**src/rtl/axi_burst_wr_master.sv**
```systemverilog
// rtl/axi_burst_wr_master.sv - AXI4 write master splitting a request into capped, boundary-safe INCR bursts
module axi_burst_wr_master #(
  parameter int ADDR_WIDTH = 27,
  parameter int DATA_WIDTH = 16,
  parameter int LEN_WIDTH  = 16,
  parameter int MAX_BURST  = 16,
  parameter int BOUNDARY   = 4096
) (
  input  logic                    clk,
  input  logic                    rstn,
  input  logic                    wr_trig,
  input  logic [ADDR_WIDTH-1:0]   wr_addr,
  input  logic [LEN_WIDTH-1:0]    wr_len,
  input  logic [DATA_WIDTH-1:0]   wr_data,
  output logic                    wr_data_en,
  output logic                    wr_ready,
  output logic                    wr_done,
  output logic                    wr_err,
  output logic                    axi_awvalid,
  input  logic                    axi_awready,
  output logic [ADDR_WIDTH-1:0]   axi_awaddr,
  output logic [7:0]              axi_awlen,
  output logic [2:0]              axi_awsize,
  output logic [1:0]              axi_awburst,
  output logic                    axi_wvalid,
  input  logic                    axi_wready,
  output logic [DATA_WIDTH-1:0]   axi_wdata,
  output logic [DATA_WIDTH/8-1:0] axi_wstrb,
  output logic                    axi_wlast,
  input  logic                    axi_bvalid,
  output logic                    axi_bready,
  input  logic [1:0]              axi_bresp
);

  localparam int BYTES = DATA_WIDTH / 8;
  localparam int SZ    = $clog2(BYTES);
  localparam logic [ADDR_WIDTH-1:0] ALIGN_MASK = ~(ADDR_WIDTH'(BYTES - 1));

  typedef enum logic [2:0] {S_IDLE, S_CALC, S_AW, S_W, S_B, S_DONE} state_t;

  state_t                  state_q, state_d;
  logic [ADDR_WIDTH-1:0]   addr_q, addr_d, awaddr_q, awaddr_d;
  logic [LEN_WIDTH-1:0]    rem_q, rem_d;
  logic [8:0]              beats_q, beats_d;
  logic [7:0]              awlen_q, awlen_d, cnt_q, cnt_d;
  logic                    err_q, err_d;
  logic [31:0]             off, bnd_beats, lim;
  logic                    unused_bresp;

  assign unused_bresp = axi_bresp[0];

  always_ff @(posedge clk) begin
    if (!rstn) begin
      state_q  <= S_IDLE;
      addr_q   <= '0;
      awaddr_q <= '0;
      rem_q    <= '0;
      beats_q  <= '0;
      awlen_q  <= '0;
      cnt_q    <= '0;
      err_q    <= 1'b0;
    end else begin
      state_q  <= state_d;
      addr_q   <= addr_d;
      awaddr_q <= awaddr_d;
      rem_q    <= rem_d;
      beats_q  <= beats_d;
      awlen_q  <= awlen_d;
      cnt_q    <= cnt_d;
      err_q    <= err_d;
    end
  end

  always_comb begin
    state_d  = state_q;
    addr_d   = addr_q;
    awaddr_d = awaddr_q;
    rem_d    = rem_q;
    beats_d  = beats_q;
    awlen_d  = awlen_q;
    cnt_d    = cnt_q;
    err_d    = err_q;
    // beats = min(remaining, MAX_BURST, beats left before the next boundary)
    off       = 32'(addr_q) & 32'(BOUNDARY - 1);
    bnd_beats = (32'(BOUNDARY) - off) >> SZ;
    lim       = 32'(rem_q);
    if (32'(MAX_BURST) < lim) lim = 32'(MAX_BURST);
    if (bnd_beats < lim) lim = bnd_beats;
    case (state_q)
      S_IDLE: begin
        if (wr_trig) begin
          err_d = 1'b0;
          if (wr_len != '0) begin
            addr_d  = wr_addr & ALIGN_MASK;
            rem_d   = wr_len;
            state_d = S_CALC;
          end else begin
            state_d = S_DONE;
          end
        end
      end
      S_CALC: begin
        beats_d  = 9'(lim);
        awaddr_d = addr_q;
        awlen_d  = 8'(lim - 32'd1);
        state_d  = S_AW;
      end
      S_AW: begin
        if (axi_awready) begin
          cnt_d   = awlen_q;
          state_d = S_W;
        end
      end
      S_W: begin
        if (axi_wready) begin
          if (cnt_q == 8'd0) state_d = S_B;
          else cnt_d = cnt_q - 8'd1;
        end
      end
      S_B: begin
        if (axi_bvalid) begin
          err_d   = err_q | axi_bresp[1];
          rem_d   = rem_q - LEN_WIDTH'(beats_q);
          addr_d  = addr_q + (ADDR_WIDTH'(beats_q) << SZ);
          state_d = (rem_q == LEN_WIDTH'(beats_q)) ? S_DONE : S_CALC;
        end
      end
      S_DONE:  state_d = S_IDLE;
      default: state_d = S_IDLE;
    endcase
  end

  always_comb begin
    wr_ready    = (state_q == S_IDLE);
    wr_done     = (state_q == S_DONE);
    axi_awvalid = (state_q == S_AW);
    axi_wvalid  = (state_q == S_W);
    axi_wlast   = (state_q == S_W) && (cnt_q == 8'd0);
    axi_bready  = (state_q == S_B);
    wr_data_en  = axi_wvalid & axi_wready;
  end

  assign wr_err      = err_q;
  assign axi_awaddr  = awaddr_q;
  assign axi_awlen   = awlen_q;
  assign axi_awsize  = 3'(SZ);
  assign axi_awburst = 2'b01;
  assign axi_wdata   = wr_data;
  assign axi_wstrb   = '1;

endmodule

```
**config.mk**
```make
export PLATFORM = sky130hd
export DESIGN_NAME = axi_burst_wr_master
export DESIGN_NICKNAME = d
export VERILOG_FILES = /design/src/rtl/axi_burst_wr_master.sv
export SDC_FILE = /design/constraint.sdc
export NUM_CORES = 1
export LEC_CHECK = 0
export CAP_MARGIN = 20
export CORE_ASPECT_RATIO = 0.7
export CORE_UTILIZATION = 40
export DETAILED_ROUTE_END_ITERATION = 10
export GPL_ROUTABILITY_DRIVEN = 0
export PLACE_DENSITY = 0.77
export SYNTH_ARGS = -nofsm -noshare
export SYNTH_HDL_FRONTEND = slang
export SYNTH_SLANG_ARGS = --single-unit
```
**constraint.sdc**
```tcl
create_clock -name clk -period 5.8 [get_ports clk]
set_input_delay 0.58 -clock clk [delete_from_list [all_inputs] [get_ports clk]]
set_output_delay 0.58 -clock clk [all_outputs]
set_load 0.005 [all_outputs]
```
* Yosys cells after proc, flatten, opt, wreduce, memory -nomap -nowiden
Index checks and enable logic that the tools add are counted.
** Word-level totals
- RAM bits :: 0
- Latch bits :: 0
- Register bits after elaboration :: 99
- Logic and storage cells :: 65
- Memory bits (read-only) :: 0
- Memories :: 0
- Output and inout bits :: 66
- Input port bits :: 67
** Operators by class
- Equal/unequal tests :: 13
- Reduce and logical (&&, ||, !) cells :: 10
- Add/subtract/negate cells :: 5
- Shift-type cells :: 0
- Multipliers :: 0
- Bitwise logic cells :: 2
- Magnitude comparators :: 2
- Muxes and demuxes :: 25
- Divide/modulo/power cells :: 0
** Operator list (number)
- 27-bit 2-to-1 mux :: 3
- 16-bit 2-to-1 mux :: 4
- 27-bit one-hot mux with 2 select lines :: 1
- 16-bit one-hot mux with 2 select lines :: 1
- 31-bit by 16-bit less-than comparator with 1-bit output :: 1
- 27-bit by 10-bit adder with 27-bit output :: 1
- 8-bit 2-to-1 mux :: 3
- 3-bit 2-to-1 mux :: 7
- 16-bit by 9-bit == test with 1-bit output :: 1
- 5-bit by 16-bit less-than comparator with 1-bit output (first input constant) :: 1
- 8-bit one-hot mux with 2 select lines :: 1
- 16-bit nonzero test :: 1
- 16-bit by 9-bit subtractor with 16-bit output :: 1
- 8-bit by 1-bit subtractor with 8-bit output (second input constant) :: 2
- 3-bit one-hot mux with 5 select lines :: 1
- 13-bit by 12-bit subtractor with 14-bit output (first input constant) :: 1
- 9-bit 2-to-1 mux :: 1
- 8-bit zero test :: 1
- 2-bit by 1-bit != test with 1-bit output (second input constant) :: 4
- 4-bit AND reduction :: 2
- 3-bit by 2-bit == test with 1-bit output (second input constant) :: 2
- 3-bit == test (second input constant) :: 2
- 2-bit != test (second input constant) :: 3
- 5-bit AND reduction :: 1
- 9 further kinds :: 11

* Longest topological paths before layout
Gate-level depths: netlist of run 1.
- Depth in word-level cells :: 5
- Mapped depth :: 20
- Mapped depth without buffers :: 19

* Worst setup path after synthesis of run 1
No wires, ideal clock.
- Kind :: flip-flop to flip-flop
- From :: register addr_q[3]
- To :: register awlen_q[6] (netlist: axi_awlen[6])
- Slack :: 1730 ps
- Cell stages (with the launch flop) :: 21
- Required time :: 5709 ps
- Arrival :: 3979 ps
- Path buffers :: 2
- Period minus slack after synthesis :: 4070 ps
- Setup time :: 91 ps
- Cells stage by stage :: dfxtp_1 > buf_6 > or4_1 > nand2b_1 > nor4_1 > xnor2_1 > ha_1 > nand3_1 > or3_2 > o211ai_1 > a21oi_2 > o31ai_1 > buf_4 > nor2_1 > a31oi_1 > ha_1 > or2b_2 > nor3_1 > xor2_1 > nand2b_1 > a311oi_1
** Between the ends
- Cells in the longest elaborated chain, start to end :: 4
** Ends and longest elaborated chain
- from (decl) :: line 42 : logic [ADDR_WIDTH-1:0] addr_q, addr_d, awaddr_q, awaddr_d;
- from (signal assigned) :: line 64 : addr_q <= addr_d;
- 13-bit by 12-bit subtractor with 14-bit output * :: line 85 : bnd_beats = (32'(BOUNDARY) - off) >> SZ;
- 31-bit by 16-bit less-than comparator with 1-bit output :: line 88 : if (bnd_beats < lim) lim = bnd_beats;
- 9-bit 2-to-1 mux * :: line 88
- 8-bit by 1-bit subtractor with 8-bit output * :: line 105 : awlen_d = 8'(lim - 32'd1);
- to (signal assigned) :: line 68 : awlen_q <= awlen_d;
- to (decl) :: line 45 : logic [7:0] awlen_q, awlen_d, cnt_q, cnt_d;
Mark *: on every way between the ends. The rest lies on a longest branch, timed or not.
A chain may end at the register's enable or synchronous reset.

* Final worst setup path of run 1
- From :: register addr_q[3]
- To :: register awlen_q[4] (netlist: axi_awlen[4])
The elaborated chain is that of the path after synthesis.

==> results.md, run 1 <==
- Synth Area in Adders: 7.21%
- DP Area: 7110 um2
- CP max FO: 12
- Number of synthesized flops with an enable pin: 0
- Class of the worst hold path: reg2reg
- Filler Cell Count: 1459
- ANT cells: 0
- P_sw: 0.835 mW
- Slew margin rel.: 30.9%
- Vias: 6201
- Synth warn: 0
- Most Used Layer, Global Route: met1
- Clock power share: 27.2%
- Die width: 152 um
- CP Cell Sequence: or4_1 > nand2b_1 > nor4_1 > xnor2_1 > ha_1 > nand3_1 > nor3_1 > nand3_1 > o31ai_2 > buf_4 > mux2_2 > ha_1 > or2b_2 > nor3_2 > or4_1 > nand3_1
- Mapped cell area: 6280 um2
- Fmax: 0.219 GHz
- Area of the multi-input gates: 3820 um2
- Critical Path Source Type: register
- GR Util met1: 33.8%
- Vias in the first global route: 5279
- CP required: 6.09 ns
- Drt via density: 5.75
- Overflow after GRT: 0
- CTS root buf: clkbuf_16
- Drt drc: 0
- Initial cell density of the core: 41.9%
- # clock sinks: 97
- Fin Setup TNS: 0 ns
- Leakage: 2.73 nW
- Most used DFF post-synth: dfxtp_1
- First-pass GRT wire length: 28300 um
- Dpl hpwl: 12700 um
- Cts bufs inserted: 9
- All-Layer GR Usage: 21.7%
- Total power: 2.28 mW
- Register area: 1940 um2
- Comb power frac: 36.2%
- Clock transition at path regs: 0.07 ns
- Skew-Pair Late Insertion Delay: 0.35 ns
- Setup violations, final: 0
- Int Pwr: 1.45 mW
- Met3 usage: 5.38%
- Synth Register Bits: 97
- M2 GR Usage: 29.5%
- Setup bufs post-CTS: 0
- Fin util: 49.5%
- Share of cells above drive strength 1: 5.89%
- Main combinational cell family by area after synthesis: simple AND/OR/NAND/NOR gates
- Syn avg cell area: 7.54 um2
- Hold Vio Cnt, Final: 0
- Slew at the pin with the worst max-slew slack: 1.04 ns
- Worst endpoint data arrival time: 4.85 ns
- Yosys cell types: 74
- Slowest cell on crit path: or4_1
- Asr flop ratio synth: 0%
- Post-cts sizing count: 0
- CTS Hold Bufs: 0
- MaxCap Viol Count: 0
- Status: complete, no violations
- Tcrit/Tclk final: 78.6%
- Layout Nets: 980
- Reg power frac: 36.6%
- Slowest stage delay, CP: 0.52 ns
- Worst setup margin: 1.24 ns
- Die height: 107 um
- Post-route cell area: 7420 um2
- CTS tree: built
- Max Transition Viols Final: 0
- Remaining antenna violation count: 0
- Switching share of total power: 36.6%
- CP endpoint kind: register
- Htree depth: 3
- CP top delay family: simple AND/OR/NAND/NOR gates
- Routed len/inst: 16.3 um
- RSZ-0062 raised after global routing: no
- Core area: 15000 um2
- Min Tclk post-route: 4.56 ns
- Clk buf depth: 2
- Post-synthesis simple-gate area fraction: 25.8%
- Crit Path Class: reg2reg
- Pwr dens: 308 nW/um2
- WP buf/inv: 1
- Register area share after synthesis: 30.9%
- Mux share of post-synthesis cell area: 0.816%
- Initial antenna violation count: 0
- Row cnt: 37
- Peak supply drop: 137 uV
- Hold WS: 0.455 ns
- DRT iter0 DRCs: 581
- Layout Cells excl Fill: 1078
- Synth Area in Compound Gates: 23.5%
- Placed Cells incl. Taps: 1061
- Io pins: 133
- Post-Syn Instances: 833
- DIE AREA: 16200 um2
- Port Buffer Count: 90
- Top cell by count, worst path: nand3_1
- Largest net degree at the start of global routing: 71
- Synthesis-to-finish area growth: 18.1%
- Drt total wl: 17600 um
- Post-synthesis xor/xnor area fraction: 2.51%
- First-pass DRT Iterations: 6
- Post-Route Skew: 0.00757 ns
- Worst slack, placed: 1.27 ns
==> worst register-to-register path: stages, from the launching register on <==
cell      delay [ns]
dfxtp_1         0.42
or4_1           0.52
nand2b_1        0.21
nor4_1          0.25
xnor2_1         0.11
ha_1            0.30
nand3_1         0.08
nor3_1          0.26
nand3_1         0.14
o31ai_2         0.50
buf_4           0.30
mux2_2          0.38
ha_1            0.25
or2b_2          0.19
nor3_2          0.04
or4_1           0.48
nand3_1         0.08
==> layout make-up <==
class / count / share of cell area (%)
multi-input combinational: 636 / 51.5
sequential: 97 / 26.2
timing repair buffer: 101 / 13.3
tap: 195 / 3.29
clock buffer: 11 / 3.27
inverter: 33 / 1.67
clock inverter: 5 / 0.860
==> power by group through the flow <==
| stage | registers (mW) | clock network [mW] | logic [mW] |
|---|---|---|---|
| after floorplan | 0.807 | 0 | 0.623 |
| after global placement | 0.845 | 0 | 0.791 |
| after detailed placement | 0.847 | 0 | 0.804 |
| after CTS | 0.832 | 0.630 | 0.813 |
| after global routing | 0.846 | 0.661 | 0.916 |
| final | 0.836 | 0.622 | 0.827 |
==> worst paths after layout <==
check	slack (ns)	endpoint	cells past startpoint	start
min reg2reg	0.46	axi_awaddr[19]	2	axi_awaddr[19]
max	1.24	axi_awlen[4]	16	addr_q[3]
min	0.46	axi_awaddr[19]	2	axi_awaddr[19]
max reg2reg	1.24	axi_awlen[4]	16	addr_q[3]
==> logic make-up (layout without fill, tap and decap cells) <==
group | after synthesis | after routing
xor+xnor | 18 | 18
mux | 5 | 5
buf+inv | 113 | 150
compound gates | 232 | 232
other cells | 2 | 15
flops | 97 | 97
fa+ha+maj | 35 | 35
simple gates | 331 | 331
==> placed cells by master (no fill, tap or decap), types with 7 or more instances in the layout <==
| cell | instances |
|---|---|
| a211oi_1 | 25 |
| a21oi_1 | 84 |
| a311oi_1 | 12 |
| a31oi_1 | 8 |
| and2_1 | 7 |
| and3_1 | 7 |
| buf_4 | 11 |
| clkbuf_16 | 9 |
| clkdlybuf4s50_1 | 90 |
| conb_1 | 15 |
| dfxtp_1 | 97 |
| ha_1 | 33 |
| inv_1 | 31 |
| nand2_1 | 110 |
| nand2b_1 | 7 |
| nand3_1 | 21 |
| nand4_1 | 10 |
| nor2_1 | 85 |
| nor2b_1 | 8 |
| nor3_1 | 23 |
| nor4_1 | 13 |
| o21a_1 | 9 |
| o21ai_0 | 41 |
| o22ai_1 | 7 |
| xnor2_1 | 13 |
==> cells in the mapped netlist, types with 21 or more instances <==
cell type,count,area [um2]
a21oi_1,84,420
nand3_1,21,105
a211oi_1,25,188
buf_4,25,188
clkbuf_1,43,161
nor3_1,23,115
inv_1,31,116
ha_1,33,413
nand2_1,110,413
nor2_1,85,319
o21ai_0,41,205
dfxtp_1,97,1940
==> metal layers <==
metal / vias to the layer above / wire length, um
li1: 3032 / -
met1: 2860 / 8630
met2: 292 / 6930
met3: 17 / 1840
met4: 0 / 157
met5: - / 0
==> flip-flops by register name (all words and copies together), names as in the netlist <==
register and count:
state_q 3, axi_awaddr 26, axi_awlen 8, addr_q 26, cnt_q 8, beats_q 9, wr_err 1, rem_q 16
(Power assumes the default switching activity.)
==> inputs of run 2 (changes only) <==
--- a/config.mk
+++ b/config.mk
@@ -10,7 +10,7 @@
 export CORE_UTILIZATION = 40
 export DETAILED_ROUTE_END_ITERATION = 10
 export GPL_ROUTABILITY_DRIVEN = 0
-export PLACE_DENSITY = 0.77
+export PLACE_DENSITY = 0.8
 export SYNTH_ARGS = -nofsm -noshare
 export SYNTH_HDL_FRONTEND = slang
 export SYNTH_SLANG_ARGS = --single-unit
==> constraint.sdc (replaced) <==
create_clock -name clk -period 4 [get_ports clk]
set_input_delay 0.4 -clock clk [delete_from_list [all_inputs] [get_ports clk]]
set_output_delay 0.4 -clock clk [all_outputs]
set_load 0.005 [all_outputs]
==> results.md, run 2 (same netlist as run 1, synthesis figures left out) <==
- Status: complete, no violations
- Hold Vio Cnt, Final: 0
- First-pass DRT Iterations: 5
- Clock transition at path regs: 0.07 ns
- Slowest cell on crit path: or4_4
- Setup violations, final: 0
- Pwr dens: 459 nW/um2
- Worst slack, placed: 0.0177 ns
- Fmax: 0.255 GHz
- Die width: 152 um
- CP max FO: 4
- Crit Path Class: reg2reg
- Worst Reg-to-Reg Cells: 16
- Skew-Pair Late Insertion Delay: 0.35 ns
- Class of the worst hold path: reg2reg
- Port Buffer Count: 90
- CP Cell Sequence: or4_4 > nand2b_4 > nor4_4 > xnor2_1 > ha_1 > nand3_2 > or3_4 > o211ai_1 > a21oi_2 > o31ai_4 > mux2_2 > ha_4 > buf_4 > and4_4 > or4_1 > nand3_1
- DIE AREA: 16200 um2
- Hold_sp: axi_awaddr[5]
- Htree depth: 3
- Drt drc: 0
- # clock sinks: 97
- Core area: 15000 um2
- Largest net degree at the start of global routing: 53
- Worst r2r src: addr_q[1]
- CTS root buf: clkbuf_16
- Most common cell after layout, fill and taps aside: nand2_1
- CP required: 4.29 ns
- First-pass GRT wire length: 29600 um
- Worst hold endpoint: axi_awaddr[5]
- Row cnt: 37
- Die height: 107 um
- Max Transition Viols Final: 0
- Hold WS: 0.455 ns
- Synthesis-to-finish area growth: 23.6%
- Worst setup margin: 0.0847 ns
- Slew margin rel.: 37.9%
- Dpl hpwl: 13200 um
- Worst endpoint data arrival time: 4.20 ns
- Io pins: 133
- Vias in the first global route: 5650
- MaxCap Viol Count: 0
- Reg2reg setup slack: 0.08 ns
- CP endpoint kind: register
- Reg-to-Reg End: axi_awlen[4]
- Slowest stage delay, CP: 0.53 ns
- Peak supply drop: 265 uV
- Remaining antenna violation count: 0
- All-Layer GR Usage: 22.6%
- RSZ-0062 raised after global routing: yes
- Worst hold stages: 2
- Share of cells above drive strength 1: 10.2%
- Drt via density: 5.82
- Leakage: 2.91 nW
- CTS tree: built
- Post-Route Skew: 0.00645 ns
- Initial cell density of the core: 41.9%
- Overflow after GRT: 0
- Initial antenna violation count: 0
- Layout Nets: 1005
- Drt total wl: 18500 um
- Routed len/inst: 16.8 um
- Clk buf depth: 2
- Tcrit/Tclk final: 97.9%
- Critical Path Source Type: register
- Cts bufs inserted: 9
- Highest-count cells in the layout ignoring fill and taps: nand2_1, dfxtp_1, clkdlybuf4s50_1
- Slew at the pin with the worst max-slew slack: 0.932 ns
- Vias: 6420
- DRT iter0 DRCs: 686
- Min Tclk post-route: 3.92 ns
- ANT cells: 0
run 2: worst max-delay path by stage:
stage	slack, ns	to	start
final	0.08	axi_awlen[4]	addr_q[1]
after global routing	-0.08	axi_awlen[6]	addr_q[1]
after CTS	0.003	axi_awlen[6]	rem_q[6]
after detailed placement	0.02	axi_awlen[6]	addr_q[1]
after global placement	0.09	axi_awlen[6]	addr_q[1]
after floorplan	0.03	axi_awlen[6]	addr_q[3]
run 2: repair_timing:
action,in CTS,in global routing
setup endpoints to repair,1,3
pin swaps,0,13
hold buffers,0,0
setup buffers,0,2
resized for setup,2,21
endpoints found under the hold margin,0,0
run 2: layer usage:
layer  wire length (um)  share of wire, %  GRT usage (%)
met5                  0                 0              0
met3               1950                11           4.49
met2               7550                41           32.1
met4                236               1.3           5.29
met1               8790                47           34.4
run 2: area by class of cell:
type                       count  area, um2
timing repair buffer         126       1170
sequential                    97       1940
tap                          195        244
inverter                      33        124
multi-input combinational    636       3950
clock inverter                 5       86.3
clock buffer                  11        243
fill                        1426       7230
run 2: worst max-delay path: cells and delay by family (launching register included):
| family | cells | cell delay (ns) |
|---|---|---|
| DFF | 1 | 0.31 |
| muxes | 1 | 0.42 |
| xor gates and xnor gates | 1 | 0.11 |
| AOI/OAI and AO/OA | 3 | 0.28 |
| and+or+nand+nor | 8 | 2.10 |
| adders and majority gates | 2 | 0.49 |
| buffers and inverters | 1 | 0.12 |
run 2: metrics by stage:
stage / util [%] / instances / setup TNS [ns] / total power [mW] / cell area (um2)
final: 51.8 / 1103 / 0 / 3.57 / 7770
after global routing: 51.8 / 1103 / -0.146 / 3.76 / 7770
after CTS: 51.0 / 1101 / 0 / 3.47 / 7650
after detailed placement: 48.7 / 1085 / 0 / 2.49 / 7300
after global placement: 48.7 / 1085 / 0 / 2.46 / 7300
after floorplan: - / 846 / 0 / 2.08 / 6350
run 2: power breakdown:
group / total, mW / internal (mW) / switching [mW]
Combinational: 1.41 / 0.628 / 0.781
Clock: 0.971 / 0.572 / 0.399
Sequential: 1.19 / 1.07 / 0.113
Total: 3.57 / 2.27 / 1.29
==> inputs of run 3 (changes only) <==
--- a/config.mk
+++ b/config.mk
@@ -7,10 +7,12 @@
 export LEC_CHECK = 0
 export CAP_MARGIN = 20
 export CORE_ASPECT_RATIO = 0.7
+export CORE_MARGIN = 2
 export CORE_UTILIZATION = 40
+export CTS_CLUSTER_DIAMETER = 200
 export DETAILED_ROUTE_END_ITERATION = 10
 export GPL_ROUTABILITY_DRIVEN = 0
-export PLACE_DENSITY = 0.8
+export PLACE_DENSITY = 0.75
 export SYNTH_ARGS = -nofsm -noshare
 export SYNTH_HDL_FRONTEND = slang
 export SYNTH_SLANG_ARGS = --single-unit
==> results.md, run 3 (same netlist as run 1, synthesis figures left out) <==
- Peak supply drop: 225 uV
- MaxCap Viol Count: 0
- Die width: 154 um
- # clock sinks: 97
- Share of cells above drive strength 1: 11.0%
- CTS root buf: clkbuf_16
- Worst Reg-to-Reg Cells: 16
- Slew margin rel.: 35.1%
- Dpl hpwl: 13200 um
- Max Transition Viols Final: 0
- Layout Nets: 1009
- DIE AREA: 16700 um2
- Die height: 109 um
- ANT cells: 0
- Row cnt: 38
- Largest net degree at the start of global routing: 50
- Initial cell density of the core: 40.7%
- Synthesis-to-finish area growth: 24.1%
- CP max FO: 4
- Drt total wl: 18600 um
- Tcrit/Tclk final: 98.5%
- Post-Route Skew: 0.0113 ns
- Remaining antenna violation count: 0
- Reg2reg setup slack: 0.06 ns
- Highest-count cells in the layout ignoring fill and taps: nand2_1, dfxtp_1, clkdlybuf4s50_1
- Hold_sp: axi_awaddr[19]
- Cts bufs inserted: 9
- Critical Path Source Type: register
- CP required: 4.30 ns
- Slew at the pin with the worst max-slew slack: 0.973 ns
- Initial antenna violation count: 0
- Total power: 3.55 mW
- Worst hold stages: 2
- Clk buf depth: 2
- Routed len/inst: 16.7 um
- DP Area: 7320 um2
- Leakage: 2.92 nW
- Worst hold endpoint: axi_awaddr[19]
- DRT iter0 DRCs: 522
- Filler Cell Count: 1495
- Worst r2r src: addr_q[1]
- Fmax: 0.254 GHz
- Vias in the first global route: 5696
- Worst endpoint data arrival time: 4.24 ns
- Core area: 15500 um2
- First-pass DRT Iterations: 5
- Class of the worst hold path: reg2reg
- Setup violations, final: 0
- Drt drc: 0
- Status: complete, no violations
- Skew-Pair Late Insertion Delay: 0.35 ns
- Vias: 6311
- CTS Hold Bufs: 0
- Hold Vio Cnt, Final: 0
- Pwr dens: 455 nW/um2
- Drt via density: 5.68
- Overflow after GRT: 0
- CP endpoint kind: register
- Clock transition at path regs: 0.07 ns
- Port Buffer Count: 90
- Most common cell after layout, fill and taps aside: nand2_1
- Io pins: 133
- Min Tclk post-route: 3.94 ns
- Reg-to-Reg End: axi_awlen[4]
- All-Layer GR Usage: 22.2%
- Crit Path Class: reg2reg
- CTS tree: built
- First-pass GRT wire length: 29800 um
- Post-route cell area: 7800 um2
- Htree depth: 3
## run 3: stage by stage
stage                     setup WS, ns  hold WS [ns]  setup TNS, ns  std cells  util [%]
after global placement          0.0284         0.442              0       1092      47.4
after global routing           -0.0583         0.472        -0.0806       1111      50.5
after detailed placement       -0.0393         0.446        -0.0689       1092      47.4
after floorplan                 0.0290         0.440              0        846         -
final                           0.0595         0.455              0       1111      50.5
after CTS                      -0.0108         0.456        -0.0108       1109      49.7
## run 3: layout make-up
type / count / area (um2) / area share [%]
timing repair buffer: 130 / 1210 / 15.5
sequential: 97 / 1940 / 24.9
tap: 200 / 250 / 3.21
clock buffer: 10 / 229 / 2.94
multi-input combinational: 636 / 3960 / 50.8
inverter: 33 / 126 / 1.62
clock inverter: 5 / 81.3 / 1.04
## run 3: what timing repair did
item                                    in CTS  in global routing
pin swaps                                    2                  7
endpoints found under the setup margin       2                  2
setup buffers                                2                  2
resized for setup                            5                 23
## run 3: per-layer routing
layer	up-vias	share of wire (%)	track usage (%)
met4	0	0.72	3.94
li1	3089	-	-
met3	13	9.7	5.25
met1	2926	49	34.1
met2	283	41	31.5
met5	-	0	0
## run 3: power breakdown
group | leakage, nW | internal, mW | switching, mW
registers | 0.795 | 1.07 | 0.114
clock network | 0.149 | 0.545 | 0.383
logic | 1.98 | 0.647 | 0.788
total | 2.92 | 2.26 | 1.29
## run 3: critical path, stage by stage (launching register included)
cell and delay [ns]:
dfxtp_2 0.33, or4_4 0.53, nand2b_4 0.18, nor4_4 0.18, xnor2_1 0.11, ha_1 0.31, nand3_2 0.09, nor3_2 0.22
nand3_1 0.16, o31ai_4 0.29, buf_6 0.17, mux2_4 0.32, ha_4 0.17, or2b_4 0.22, nor3_2 0.05, or4_4 0.48
nand3_2 0.07
## run 3: worst max path at each step
stage | start | to | slack, ns | cells past startpoint
detailed placement | addr_q[1] | axi_awlen[6] | -0.04 | 18
finish | addr_q[1] | axi_awlen[4] | 0.06 | 16
global route | addr_q[2] | axi_awlen[4] | -0.06 | 18
CTS | addr_q[1] | axi_awlen[4] | -0.01 | 17
global placement | addr_q[7] | axi_awlen[4] | 0.03 | 17
floorplan | addr_q[3] | axi_awlen[6] | 0.03 | 20
